[config.mk]
export PLATFORM = sky130hd
export DESIGN_NAME = pixel_writer_flat
export DESIGN_NICKNAME = d
export VERILOG_FILES = /design/src/rtl/pixel_writer_if.sv /design/src/rtl/pixel_writer.sv /design/src/flat_wrapper.sv
export SDC_FILE = /design/constraint.sdc
export NUM_CORES = 1
export LEC_CHECK = 0
export CAP_MARGIN = 30
export CORE_MARGIN = 2
export CORE_UTILIZATION = 57
export CTS_BUF_LIST = sky130_fd_sc_hd__clkbuf_4
export CTS_CLUSTER_DIAMETER = 100
export DETAILED_ROUTE_END_ITERATION = 8
export PLACE_DENSITY = 0.75
export SYNTH_ARGS = -nofsm -noshare
export SYNTH_HDL_FRONTEND = slang
export SYNTH_SLANG_ARGS = --single-unit
[constraint.sdc]
create_clock -name clk -period 15.1 [get_ports clk]
set_input_delay 3.775 -clock clk [delete_from_list [all_inputs] [get_ports clk]]
set_output_delay 3.775 -clock clk [all_outputs]
set_load 0.1 [all_outputs]
[src/rtl/pixel_writer_if.sv]
// Pixel-in / framebuffer-out bundle for pixel_writer: generator strobe side,
// memory write port and status flags.
interface pixel_writer_if #(
  parameter int COLOR_W = 16,
  parameter int ADDR_W  = 19
);
  logic               plot;
  logic [10:0]        x;
  logic [9:0]         y;
  logic [COLOR_W-1:0] color;
  logic               line_done;
  logic               clr_overflow;
  logic [ADDR_W-1:0]  mem_addr;
  logic [COLOR_W-1:0] mem_wdata;
  logic               mem_write;
  logic               mem_waitrequest;
  logic               fifo_full;
  logic               overflow;
  logic               busy;
  logic               flush_done;

  modport slave (
    input  plot, x, y, color, line_done, clr_overflow, mem_waitrequest,
    output mem_addr, mem_wdata, mem_write, fifo_full, overflow, busy, flush_done
  );

  modport master (
    output plot, x, y, color, line_done, clr_overflow, mem_waitrequest,
    input  mem_addr, mem_wdata, mem_write, fifo_full, overflow, busy, flush_done
  );
endinterface

[src/rtl/pixel_writer.sv]
// Clips incoming pixels, buffers them in a FIFO and writes them to a linear
// framebuffer through a waitrequest memory port; reports end-of-line when drained.
module pixel_writer #(
  parameter int H_RES   = 800,
  parameter int V_RES   = 480,
  parameter int COLOR_W = 16,
  parameter int ADDR_W  = 19,
  parameter int DEPTH   = 16
) (
  input  logic           clk,
  input  logic           reset,
  pixel_writer_if.slave  bus
);
  localparam int PW = $clog2(DEPTH);
  localparam logic [10:0] X_LIM = 11'(H_RES);
  localparam logic [9:0]  Y_LIM = 10'(V_RES);

  typedef struct packed {
    logic [10:0]        x;
    logic [9:0]         y;
    logic [COLOR_W-1:0] color;
  } pix_t;

  pix_t              r_mem [DEPTH];
  logic [PW-1:0]     r_wptr, r_rptr;
  logic [PW:0]       r_count;
  logic              r_vld;
  logic [ADDR_W-1:0] r_addr;
  logic [COLOR_W-1:0] r_data;
  logic              r_ovf;
  logic              r_pend;
  logic              r_flush;

  logic              w_in_range, w_full, w_empty;
  logic              w_accept, w_pop, w_push, w_loss;
  logic [PW:0]       w_count_nxt;
  logic              w_vld_nxt, w_pend_eff, w_idle_nxt;
  pix_t              w_head, w_pix;
  logic [ADDR_W-1:0] w_addr;

  assign w_in_range = bus.plot && (bus.x < X_LIM) && (bus.y < Y_LIM);
  assign w_full     = (r_count == (PW+1)'(DEPTH));
  assign w_empty    = (r_count == '0);
  assign w_accept   = r_vld && !bus.mem_waitrequest;
  assign w_pop      = !w_empty && (!r_vld || w_accept);
  // a full FIFO still takes a pixel when its head leaves on the same edge
  assign w_push     = w_in_range && (!w_full || w_pop);
  assign w_loss     = w_in_range && w_full && !w_pop;

  assign w_count_nxt = r_count + (PW+1)'(w_push) - (PW+1)'(w_pop);
  assign w_vld_nxt   = w_pop || (r_vld && !w_accept);
  assign w_idle_nxt  = (w_count_nxt == '0) && !w_vld_nxt;
  // a pixel arriving with line_done keeps the unit busy, so it joins that line
  assign w_pend_eff  = r_pend || bus.line_done;

  assign w_pix  = '{x: bus.x, y: bus.y, color: bus.color};
  assign w_head = r_mem[r_rptr];
  assign w_addr = ADDR_W'(w_head.y) * ADDR_W'(H_RES) + ADDR_W'(w_head.x);

  // storage needs no reset: only pointers and count define occupancy
  always_ff @(posedge clk) begin
    if (w_push) r_mem[r_wptr] <= w_pix;
  end

  always_ff @(posedge clk) begin
    if (reset) begin
      r_wptr  <= '0;
      r_rptr  <= '0;
      r_count <= '0;
      r_vld   <= 1'b0;
      r_addr  <= '0;
      r_data  <= '0;
      r_ovf   <= 1'b0;
      r_pend  <= 1'b0;
      r_flush <= 1'b0;
    end else begin
      r_count <= w_count_nxt;
      r_vld   <= w_vld_nxt;
      if (w_push) r_wptr <= r_wptr + 1'b1;
      if (w_pop) begin
        r_rptr <= r_rptr + 1'b1;
        r_addr <= w_addr;
        r_data <= w_head.color;
      end
      if (w_loss)                 r_ovf <= 1'b1;
      else if (bus.clr_overflow)  r_ovf <= 1'b0;
      r_flush <= w_pend_eff && w_idle_nxt;
      r_pend  <= w_pend_eff && !w_idle_nxt;
    end
  end

  assign bus.mem_addr   = r_addr;
  assign bus.mem_wdata  = r_data;
  assign bus.mem_write  = r_vld;
  assign bus.fifo_full  = w_full;
  assign bus.overflow   = r_ovf;
  assign bus.busy       = !w_empty || r_vld;
  assign bus.flush_done = r_flush;
endmodule

[src/flat_wrapper.sv]
// flat-port wrapper written by rule: the top's interface ports become plain ports
module pixel_writer_flat 
#(
  parameter int H_RES   = 800,
  parameter int V_RES   = 480,
  parameter int COLOR_W = 16,
  parameter int ADDR_W  = 19,
  parameter int DEPTH   = 16
)
  (clk, reset, bus_plot, bus_x, bus_y, bus_color, bus_line_done, bus_clr_overflow, bus_mem_waitrequest, bus_mem_addr, bus_mem_wdata, bus_mem_write, bus_fifo_full, bus_overflow, bus_busy, bus_flush_done);
  pixel_writer_if #(.COLOR_W(COLOR_W), .ADDR_W(ADDR_W)) bus_i ();
  input  logic clk;
  input  logic reset;
  input wire logic [$bits(bus_i.plot)-1:0] bus_plot;
  input wire logic [$bits(bus_i.x)-1:0] bus_x;
  input wire logic [$bits(bus_i.y)-1:0] bus_y;
  input wire logic [$bits(bus_i.color)-1:0] bus_color;
  input wire logic [$bits(bus_i.line_done)-1:0] bus_line_done;
  input wire logic [$bits(bus_i.clr_overflow)-1:0] bus_clr_overflow;
  input wire logic [$bits(bus_i.mem_waitrequest)-1:0] bus_mem_waitrequest;
  output wire logic [$bits(bus_i.mem_addr)-1:0] bus_mem_addr;
  output wire logic [$bits(bus_i.mem_wdata)-1:0] bus_mem_wdata;
  output wire logic [$bits(bus_i.mem_write)-1:0] bus_mem_write;
  output wire logic [$bits(bus_i.fifo_full)-1:0] bus_fifo_full;
  output wire logic [$bits(bus_i.overflow)-1:0] bus_overflow;
  output wire logic [$bits(bus_i.busy)-1:0] bus_busy;
  output wire logic [$bits(bus_i.flush_done)-1:0] bus_flush_done;
  assign bus_i.plot = bus_plot;
  assign bus_i.x = bus_x;
  assign bus_i.y = bus_y;
  assign bus_i.color = bus_color;
  assign bus_i.line_done = bus_line_done;
  assign bus_i.clr_overflow = bus_clr_overflow;
  assign bus_i.mem_waitrequest = bus_mem_waitrequest;
  assign bus_mem_addr = bus_i.mem_addr;
  assign bus_mem_wdata = bus_i.mem_wdata;
  assign bus_mem_write = bus_i.mem_write;
  assign bus_fifo_full = bus_i.fifo_full;
  assign bus_overflow = bus_i.overflow;
  assign bus_busy = bus_i.busy;
  assign bus_flush_done = bus_i.flush_done;
  pixel_writer #(.H_RES(H_RES), .V_RES(V_RES), .COLOR_W(COLOR_W), .ADDR_W(ADDR_W), .DEPTH(DEPTH)) u_core (.clk(clk), .reset(reset), .bus(bus_i));
endmodule
## Yosys cells after proc, flatten, opt, wreduce, memory -nomap -nowiden

Memories as Yosys holds them, arrays and structs flattened. A register that Yosys moved wholly into a read port is not among the register bits.
Cells that the tools add are included.

| cells by class | value |
|---|---|
| reduce and logical (&&, ||, !) cells | 27 |
| div/mod/pow operators | 0 |
| mux-type cells | 6 |
| equal/unequal tests | 1 |
| $lt $le $gt $ge | 2 |
| bitwise logic cells | 0 |
| shift operators | 0 |
| multiply operators | 1 |
| add/subtract/negate cells | 5 |

Operators with widths:

| kind | count |
|---|---|
| adder 19 x 11 -> 19 bit | 1 |
| multiplier 10 x 5 -> 14 bit (second input constant) | 1 |
| logical AND 1 bit | 11 |
| < comparator 11 x 10 -> 1 bit (second input constant) | 1 |
| logical NOT 5 bit | 2 |
| < comparator 10 x 9 -> 1 bit (second input constant) | 1 |
| adder 4 x 1 -> 4 bit (second input constant) | 2 |
| logical NOT 1 bit | 8 |
| 2-to-1 mux 4 bit | 2 |
| adder 5 x 1 -> 5 bit | 1 |
| == test 5 bit (second input constant) | 1 |
| logical OR 1 bit | 5 |
| subtractor 5 x 1 -> 5 bit | 1 |
| 2-to-1 mux 1 bit | 4 |
| nonzero test 2 bit | 1 |

| word-level totals | value |
|---|---|
| memory bits (writable) | 592 |
| logic and storage cells | 52 |
| ROM bits | 0 |
| output and inout port bits | 40 |
| memories | 1 |
| latch bits | 0 |
| register bits | 52 |

Memories:

| memory | words | width | read ports | clocked after memory_dff | wr ports | RTL line | source |
|---|---|---|---|---|---|---|---|
| u_core.r_mem | 16 | 37 | 1 | 1 | 1 | pixel_writer.sv:24 | `pix_t r_mem [DEPTH];` |

## Longest topological paths before layout

Gate-level depths: netlist of run 1.

| logic depth | value |
|---|---|
| word-level depth | 12 |
| gate-level depth with buffers | 20 |
| mapped depth without buffers | 17 |

## Least setup slack after synthesis of run 1

No wires, ideal clock.

| timing path | value |
|---|---|
| path type | input to register |
| start point | input port bus_x[7] |
| end point | memory u_core.r_mem[0][0] (netlist name) (enable) |
| data arrival time | 5957 ps |
| slack | 8745 ps |
| required time | 14702 ps |
| cell stages on the path | 5 |
| cell sequence | o311ai_0 nand3_1 a31oi_1 nor3b_1 and2_1 |

| on the way | value |
|---|---|
| longest elaborated chain between the ends | 6 |

Ends and longest elaborated chain:

| element | RTL line | source |
|---|---|---|
| start: declaration | flat_wrapper.sv:15 | `input wire logic [$bits(bus_i.x)-1:0] bus_x;` |
| < comparator 11 x 10 -> 1 bit | pixel_writer.sv:41 | `assign w_in_range = bus.plot && (bus.x < X_LIM) && (bus.y < Y_LIM);` |
| logical AND 1 bit (2 in series) | pixel_writer.sv:41 |  |
| logical AND 1 bit | pixel_writer.sv:47 | `assign w_push = w_in_range && (!w_full \|\| w_pop);` |
| via u_core.w_push | pixel_writer.sv:35 | `logic w_accept, w_pop, w_push, w_loss;` |
| 2-to-1 mux 1 bit | pixel_writer.sv:62 | `if (w_push) r_mem[r_wptr] <= w_pix;` |
| 2-to-1 mux 1 bit (implied by the code) | pixel_writer.sv:62 |  |
| end: declaration | pixel_writer.sv:24 |  |

The timed path passes the listed nets, and every way through them passes these cells.

## Worst setup path after layout of run 1

| timing path | value |
|---|---|
| start point | register u_core.r_count[3] |
| end point | output port bus_busy |

| on the way | value |
|---|---|
| longest elaborated chain between the ends | 3 |

Ends and longest elaborated chain:

| element | RTL line | source |
|---|---|---|
| start: declaration | pixel_writer.sv:26 | `logic [PW:0] r_count;` |
| start signal: assignment | pixel_writer.sv:77 | `r_count <= w_count_nxt;` |
| logical NOT 5 bit | pixel_writer.sv:43 | `assign w_empty = (r_count == '0);` |
| logical NOT 1 bit | pixel_writer.sv:97 | `assign bus.busy = !w_empty \|\| r_vld;` |
| logical OR 1 bit | pixel_writer.sv:97 |  |
| end: declaration | flat_wrapper.sv:26 | `output wire logic [$bits(bus_i.busy)-1:0] bus_busy;` |

No other way between the ends.

==> summary.txt, run 1 <==
Critical path
  • Cells along the critical path: inv_1 -> ha_1 -> nor4b_1 -> nand2b_1 -> clkdlybuf4s50_1
  • Setup crit end: bus_busy
  • Critical path class: reg -> out
  • Endpoint of the worst-slack reg-to-reg timing path: u_core.bus.mem_addr[14]
  • Worst setup path startpoint: u_core.r_count[3]
  • Worst reg-to-reg path cell count: 16
  • Peak per-stage delay on the critical path: 980 ps
  • Worst-case register-to-register setup slack: 9180 ps
  • Type of element launching the critical path: register
  • Required time of the worst setup path: 11320 ps
  • Arrival time of the worst setup path: 3020 ps
  • Kind of end point of the critical path: primary output
  • Crit-path slowest cell: clkdlybuf4s50_1
  • Largest driver fanout on the critical path: 3

Finish
  • Final Net Count: 1559
  • Final Instance Count excl. Fillers: 2182
  • Number of fill cells in the layout: 2921
  • Synth-to-layout area growth: 14.42%
  • Ratio of cells with drive above 1 in the final layout: 31.61%
  • Flip-flop and latch area: 18910 sq um
  • Cell area after layout: 29450 sq um
  • Area of the multi-input gates: 6480 sq um

Placed design
  • Setup WS pre-CTS: 7486 ps
  • Detailed placer's ending HPWL: 29.37 mm
  • Instance area after placement: 27340 sq um
  • Count of input and output buffers: 82
  • Cells after DPL: 1888
  • RD Place Congestion: 0.8016

Clock tree
  • Total clock sinks: 648
  • Largest buffer count on any clock path: 3
  • Clock tree root driver cell: clkbuf_4
  • Clock tree from TritonCTS: yes
  • Later-pin clock latency in the skew report: 930 ps
  • Clock Pin Slew Worst Setup and Hold Paths: 60 ps
  • Hold buffers post-CTS: 0
  • Resized cells post-CTS: 0
  • Number of buffers created by CTS: 161
  • Setup fix buffers added after clock tree synthesis: 0
  • H-tree lvl count: 4

Yosys
  • Number of nets in the synthesized netlist: 1343
  • FFs w/ async S/R, synth: 0%
  • Count of flip-flops with a built-in enable after synthesis: 592
  • Commonest register cell after synthesis: edfxtp_1
  • Flops & latches, synth: 648
  • Total standard cell area after synthesis: 25740 sq um
  • Synthesized instance count: 1244
  • Part of the Yosys area used for sequential elements: 73.42%
  • Yosys Warn Count: 0
  • Avg Cell Area, Syn: 20.69 sq um
  • Distinct cells, synth: 59

STA
  • Time the final worst path needs with I/O delays and setup: 6798 ps
  • Max-slew headroom: 32.38%
  • RSZ-0062 raised after global routing: false
  • Highest clock frequency the design can meet: 147.1 MHz
  • Final setup violating endpoints: 0
  • Total negative slack: 0 ps
  • Transition time of the tightest slew-check pin: 1011 ps
  • Worst Clk Skew: 35.13 ps
  • Hold Vio Cnt, Final: 0
  • Crit share post-route: 45.02%
  • Worst Setup Slack, final: 8302 ps
  • Max-slew violation count: 0

Die
  • Floorplan die height: 216.5 um
  • Floorplan Core Area: 44410 sq um
  • Number of top-level pins: 83
  • Number of cell rows: 77
  • Die width: 216.5 um
  • Area of the die: 46870 sq um
  • Initial core utilization: 57.96%

Routing
  • Antenna-violating nets left: 0
  • DR vias/cell: 5.849
  • Number of violations reported at the end of detailed-routing iteration 0: 1053
  • Remaining DRCs: 0
  • Overall routed net length: 51.09 mm
  • Wire per inst: 23.42 um
  • Detailed Routing Iterations Pass 1: 5
  • Routed vias: 12760

Global route
  • Maximum number of pins on one net before global-route repair: 68
  • Total routing resource utilization after global routing: 22.91%
  • First-pass GRT wire length: 78.69 mm
  • Remaining global-route overflow: 0
  • Number of global-route vias before repair: 13490
  • Number of antenna violations at the first check in global routing: 3

Min path
  • Worst Hold Class: reg -> reg

Run status
  • Result of the run: finished clean

Pwr
  • Power after layout: 6.038 mW
  • LEAKAGE: 9.673 nW
  • Worst VDD drop: 0.2852 mV
  • Pwr/cell area: 205.0 nW/um^2

Flow run
  • Max_cap viols: 0
## cell families (layout without fill, tap and decap cells)
kind of cell | Yosys count | count (layout) | share of synthesized area [%]
flops | 648 | 648 | 73.42
mux | 187 | 187 | 16.26
simple gates | 155 | 155 | 2.912
buf+inv | 91 | 435 | 1.487
compound gates | 81 | 81 | 2.080
fa+ha+maj | 56 | 56 | 2.926
xor+xnor | 26 | 26 | 0.9138
other cells | 0 | 2 | 0
## where the power goes
part	internal (mW)	switching, mW
sequential	2.02	0.0680
combinational	1.06	1.46
clock	0.760	0.671
total	3.84	2.20
## state kept, by name (all words and copies together) (netlist names), named ones only
register / flops
u_core.r_wptr: 4
u_core.bus.mem_addr: 19
u_core.r_pend: 1
u_core.r_rptr: 4
u_core.bus.flush_done: 1
u_core.bus.mem_wdata: 16
u_core.r_mem: 592
u_core.r_count: 5
u_core.bus.overflow: 1
u_core.bus.mem_write: 1
## how the worst min path moves through the flow
stage	start	end	slack [ps]	depth (start not counted)
4_1_cts	u_core.bus.mem_wdata[3]	u_core.bus.mem_wdata[3]	450	2
6_report	u_core.bus.mem_addr[4]	u_core.bus.mem_addr[4]	450	2
5_1_grt	u_core.bus.mem_wdata[2]	u_core.bus.mem_wdata[2]	480	2
3_3_place_gp	u_core.bus.mem_wdata[0]	u_core.bus.mem_wdata[0]	440	2
3_5_place_dp	u_core.bus.mem_wdata[14]	u_core.bus.mem_wdata[14]	450	2
2_1_floorplan	u_core.r_pend	u_core.bus.flush_done	450	2
## metal layers
metal / track usage [%] / up-vias / part of all wire [%]
met5: 0 / - / 0.025
li1: - / 5632 / -
met4: 8.014 / 2 / 1.4
met2: 37.32 / 431 / 51
met3: 5.263 / 59 / 6.0
met1: 30.87 / 6638 / 42
## layout make-up
| cell class | count | share of cell area [%] |
|---|---|---|
| Clock inverter | 53 | 0.9813 |
| Inverter | 35 | 0.4461 |
| Clock buffer | 238 | 6.067 |
| Multi-Input combinational cell | 505 | 22.00 |
| Timing Repair Buffer | 109 | 3.764 |
| Sequential cell | 648 | 64.21 |
| Tap cell | 592 | 2.515 |
| Antenna cell | 2 | 0.01699 |
## stage by stage
step                      hold slack, ps  utilization [%]
final                              449.9            66.31
after global routing               478.8            66.31
after CTS                          454.1            66.24
after detailed placement           447.0            61.57
after global placement             441.9            61.32
after floorplan                    451.1                -
## critical path: cells and delay by family (launching register included)
kind                     cells  cell delay, ps
flip-flops                   1             320
buffers and inverters        2            1060
AND/OR/NAND/NOR              2             540
adder cells (fa/ha/maj)      1             170
## cells in the mapped netlist, drive strengths merged (2+ instances only)
| cell type | n | share of area, % |
|---|---|---|
| nand3b | 3 | 0.087 |
| a31oi | 2 | 0.049 |
| buf | 28 | 0.57 |
| nand3 | 6 | 0.12 |
| nor2b | 2 | 0.049 |
| nand4 | 4 | 0.097 |
| and4b | 2 | 0.092 |
| and3 | 3 | 0.073 |
| or3 | 2 | 0.049 |
| dfxtp | 56 | 4.4 |
| a211oi | 10 | 0.31 |
| nand2 | 58 | 0.85 |
| nor3 | 7 | 0.14 |
| nor4b | 2 | 0.092 |
| o21bai | 3 | 0.087 |
| xnor2 | 17 | 0.58 |
| nand2b | 5 | 0.12 |
| o21a | 2 | 0.058 |
| a21boi | 3 | 0.10 |
| inv | 35 | 0.51 |
| mux2i | 2 | 0.078 |
| ha | 49 | 2.4 |
| edfxtp | 592 | 69 |
| xor2 | 9 | 0.34 |
| mux4 | 185 | 16 |
| a21oi | 37 | 0.73 |
| nor3b | 2 | 0.058 |
| nor2 | 37 | 0.54 |
| a311oi | 2 | 0.068 |
| and2 | 18 | 0.44 |
| fa | 7 | 0.54 |
| o21ai | 8 | 0.17 |
| clkbuf | 28 | 0.41 |
| a21o | 5 | 0.15 |
## placed cells by master, fill, tap and decap left out, drive strengths merged, types with 3 or more instances in the layout
| cell type | instances |
|---|---|
| edfxtp | 592 |
| mux4 | 185 |
| clkbuf | 238 |
| a21boi | 3 |
| clkinv | 42 |
| nand4 | 4 |
| o21ai | 8 |
| a211oi | 10 |
| nand3 | 6 |
| clkdlybuf4s50 | 81 |
| dfxtp | 56 |
| xnor2 | 17 |
| nor3 | 7 |
| a21oi | 37 |
| nand2b | 5 |
| a21o | 5 |
| nand2 | 58 |
| nand3b | 3 |
| nor2 | 37 |
| fa | 7 |
| buf | 28 |
| xor2 | 9 |
| inv | 40 |
| ha | 49 |
| and2 | 18 |
| and3 | 3 |
| o21bai | 3 |
| clkinvlp | 4 |
Power figures use the tool's default switching activity.
==> run 2: changes to the inputs <==
--- a/config.mk
+++ b/config.mk
@@ -11,7 +11,7 @@
 export CTS_BUF_LIST = sky130_fd_sc_hd__clkbuf_4
 export CTS_CLUSTER_DIAMETER = 100
 export DETAILED_ROUTE_END_ITERATION = 8
-export PLACE_DENSITY = 0.75
+export PLACE_DENSITY = 0.78
 export SYNTH_ARGS = -nofsm -noshare
 export SYNTH_HDL_FRONTEND = slang
 export SYNTH_SLANG_ARGS = --single-unit
==> constraint.sdc (replaced) <==
create_clock -name clk -period 6.07 [get_ports clk]
set_input_delay 1.5175 -clock clk [delete_from_list [all_inputs] [get_ports clk]]
set_output_delay 1.5175 -clock clk [all_outputs]
set_load 0.1 [all_outputs]
==> run 2 against run 1 <==
  * Combinational power rose to 2.5 times the previous value
  * Wire length rose by 9.0%
  * Clock skew rose by 17 ps
  * Clock power rose to 2.5 times the previous value
  * Critical path type is now reg -> reg
==> summary.txt, run 2 (synthesis gave the netlist of run 1 again) <==
Run status
  • Result of the run: finished clean

Flow run
  • Max_cap viols: 0

Finish
  • Number of fill cells in the layout: 2814
  • Most frequent standard cell in the layout excluding fill and tap cells: edfxtp_1
  • Flip-flop and latch area: 18910 sq um
  • Number of flip-flops under the largest register name: 592
  • Largest reg by FF count: u_core.r_mem
  • Area of the multi-input gates: 6480 sq um
  • Synth-to-layout area growth: 15.14%
  • Leading cell types in the layout, fill and taps excluded: edfxtp_1 (592), clkbuf_4 (241), mux4_2 (185), clkdlybuf4s50_1 (81), nand2_1 (58)
  • Ratio of cells with drive above 1 in the final layout: 32.49%
  • Final Net Count: 1569

Clock tree
  • Number of buffers created by CTS: 155
  • Setup fix buffers added after clock tree synthesis: 0
  • H-tree lvl count: 4
  • Total clock sinks: 648
  • Hold buffers post-CTS: 0
  • Resized cells post-CTS: 0
  • Clock tree from TritonCTS: yes
  • Clock tree root driver cell: clkbuf_4
  • Clock Pin Slew Worst Setup and Hold Paths: 60 ps
  • Later-pin clock latency in the skew report: 960 ps
  • Largest buffer count on any clock path: 3

Critical path
  • Kind of end point of the critical path: register
  • Type of element launching the critical path: register
  • Critical path class: reg -> reg
  • Worst reg-to-reg path cell count: 16
  • Arrival time of the worst setup path: 6010 ps
  • Largest driver fanout on the critical path: 16
  • Required time of the worst setup path: 6920 ps

STA
  • Crit share post-route: 84.99%
  • Highest clock frequency the design can meet: 193.9 MHz
  • Final setup violating endpoints: 0
  • Transition time of the tightest slew-check pin: 1024 ps
  • Hold Vio Cnt, Final: 0
  • Final hold slack: 455.0 ps
  • Total negative slack: 0 ps
  • Time the final worst path needs with I/O delays and setup: 5159 ps
  • Max-slew violation count: 0
  • Worst Clk Skew: 52.41 ps
  • Max-slew headroom: 31.52%
  • RSZ-0062 raised after global routing: false

Global route
  • First-pass GRT wire length: 83.81 mm
  • Number of antenna violations at the first check in global routing: 3
  • Remaining global-route overflow: 0
  • Maximum number of pins on one net before global-route repair: 49
  • Number of global-route vias before repair: 13650
  • Total routing resource utilization after global routing: 24.82%

Die
  • Floorplan die height: 216.5 um
  • Number of cell rows: 77
  • Area of the die: 46870 sq um
  • Number of top-level pins: 83
  • Floorplan Core Area: 44410 sq um
  • Die width: 216.5 um
  • Initial core utilization: 57.96%

Min path
  • Worst Hold Class: reg -> reg
  • Startpoint of the worst hold path: u_core.bus.mem_addr[7]
  • Min-Delay Path Depth: 2

Placed design
  • RD Place Congestion: 0.8163
  • Count of input and output buffers: 82
  • Detailed placer's ending HPWL: 34.01 mm

Pwr
  • LEAKAGE: 9.767 nW
  • Pwr/cell area: 508.2 nW/um^2
  • Worst VDD drop: 0.5747 mV

Routing
  • Routed vias: 13230
  • Wire per inst: 25.53 um
  • Antenna-violating nets left: 0
  • Detailed Routing Iterations Pass 1: 7
  • DR vias/cell: 6.064
  • Number of violations reported at the end of detailed-routing iteration 0: 1414
  • Overall routed net length: 55.71 mm
  • Remaining DRCs: 0
[run 2: critical path: stages (launching register included)]
cell      delay, ps
dfxtp_4         570
buf_4           310
mux4_2          540
mux4_2          540
ha_1            330
ha_1            270
inv_1            50
fa_1            490
inv_1            40
ha_1            380
a21o_1          260
a221oi_2        300
xor2_1          170
nor4b_2         330
nand3b_1        140
xnor2_1         140
o31ai_1         190
[run 2: final timing paths]
| path | end | slack (ps) |
|---|---|---|
| max | u_core.bus.mem_addr[18] | 910 |
| min | u_core.bus.mem_addr[7] | 460 |
| max reg2reg | u_core.bus.mem_addr[18] | 910 |
| min reg2reg | u_core.bus.mem_addr[7] | 460 |
[run 2: report_power, final]
group | internal, mW | leakage [nW] | switching [mW] | total, mW
clock | 1.93 | 1.22 | 1.66 | 3.60
combinational | 2.68 | 2.76 | 3.64 | 6.32
sequential | 5.02 | 5.79 | 0.134 | 5.15
total | 9.63 | 9.77 | 5.43 | 15.1
[run 2: area by class of cell]
type,count,share of cell area [%]
clock buffer,241,6.104
sequential,648,63.80
clock inverter,34,0.7683
multi-input combinational,505,21.86
inverter,35,0.4433
antenna,2,0.01689
tap,592,2.499
timing repair buffer,125,4.500
[run 2: through the flow]
step / setup slack (ps) / power [mW] / cell area [sq um] / util [%] / std cells
CTS: 883.3 / 15.16 / 29630 / 66.72 / 2180
global route: 655.6 / 15.90 / 29640 / 66.73 / 2182
detailed placement: 661.6 / 11.56 / 27600 / 62.13 / 1905
floorplan: 936.1 / 10.15 / 25740 / - / 1244
global placement: 744.9 / 11.42 / 27570 / 62.07 / 1904
finish: 911.4 / 15.06 / 29640 / 66.73 / 2182
[run 2: per-layer routing]
layer  share of wire, %  wire (um)  vias to the layer above  track usage (%)
met5              0.016          9                        -                0
met4                2.0       1136                        2            9.178
met3                9.3       5179                       77            7.453
met2                 49      27480                      684            38.64
met1                 39      21910                     6831            33.70
li1                   -          -                     5638                -
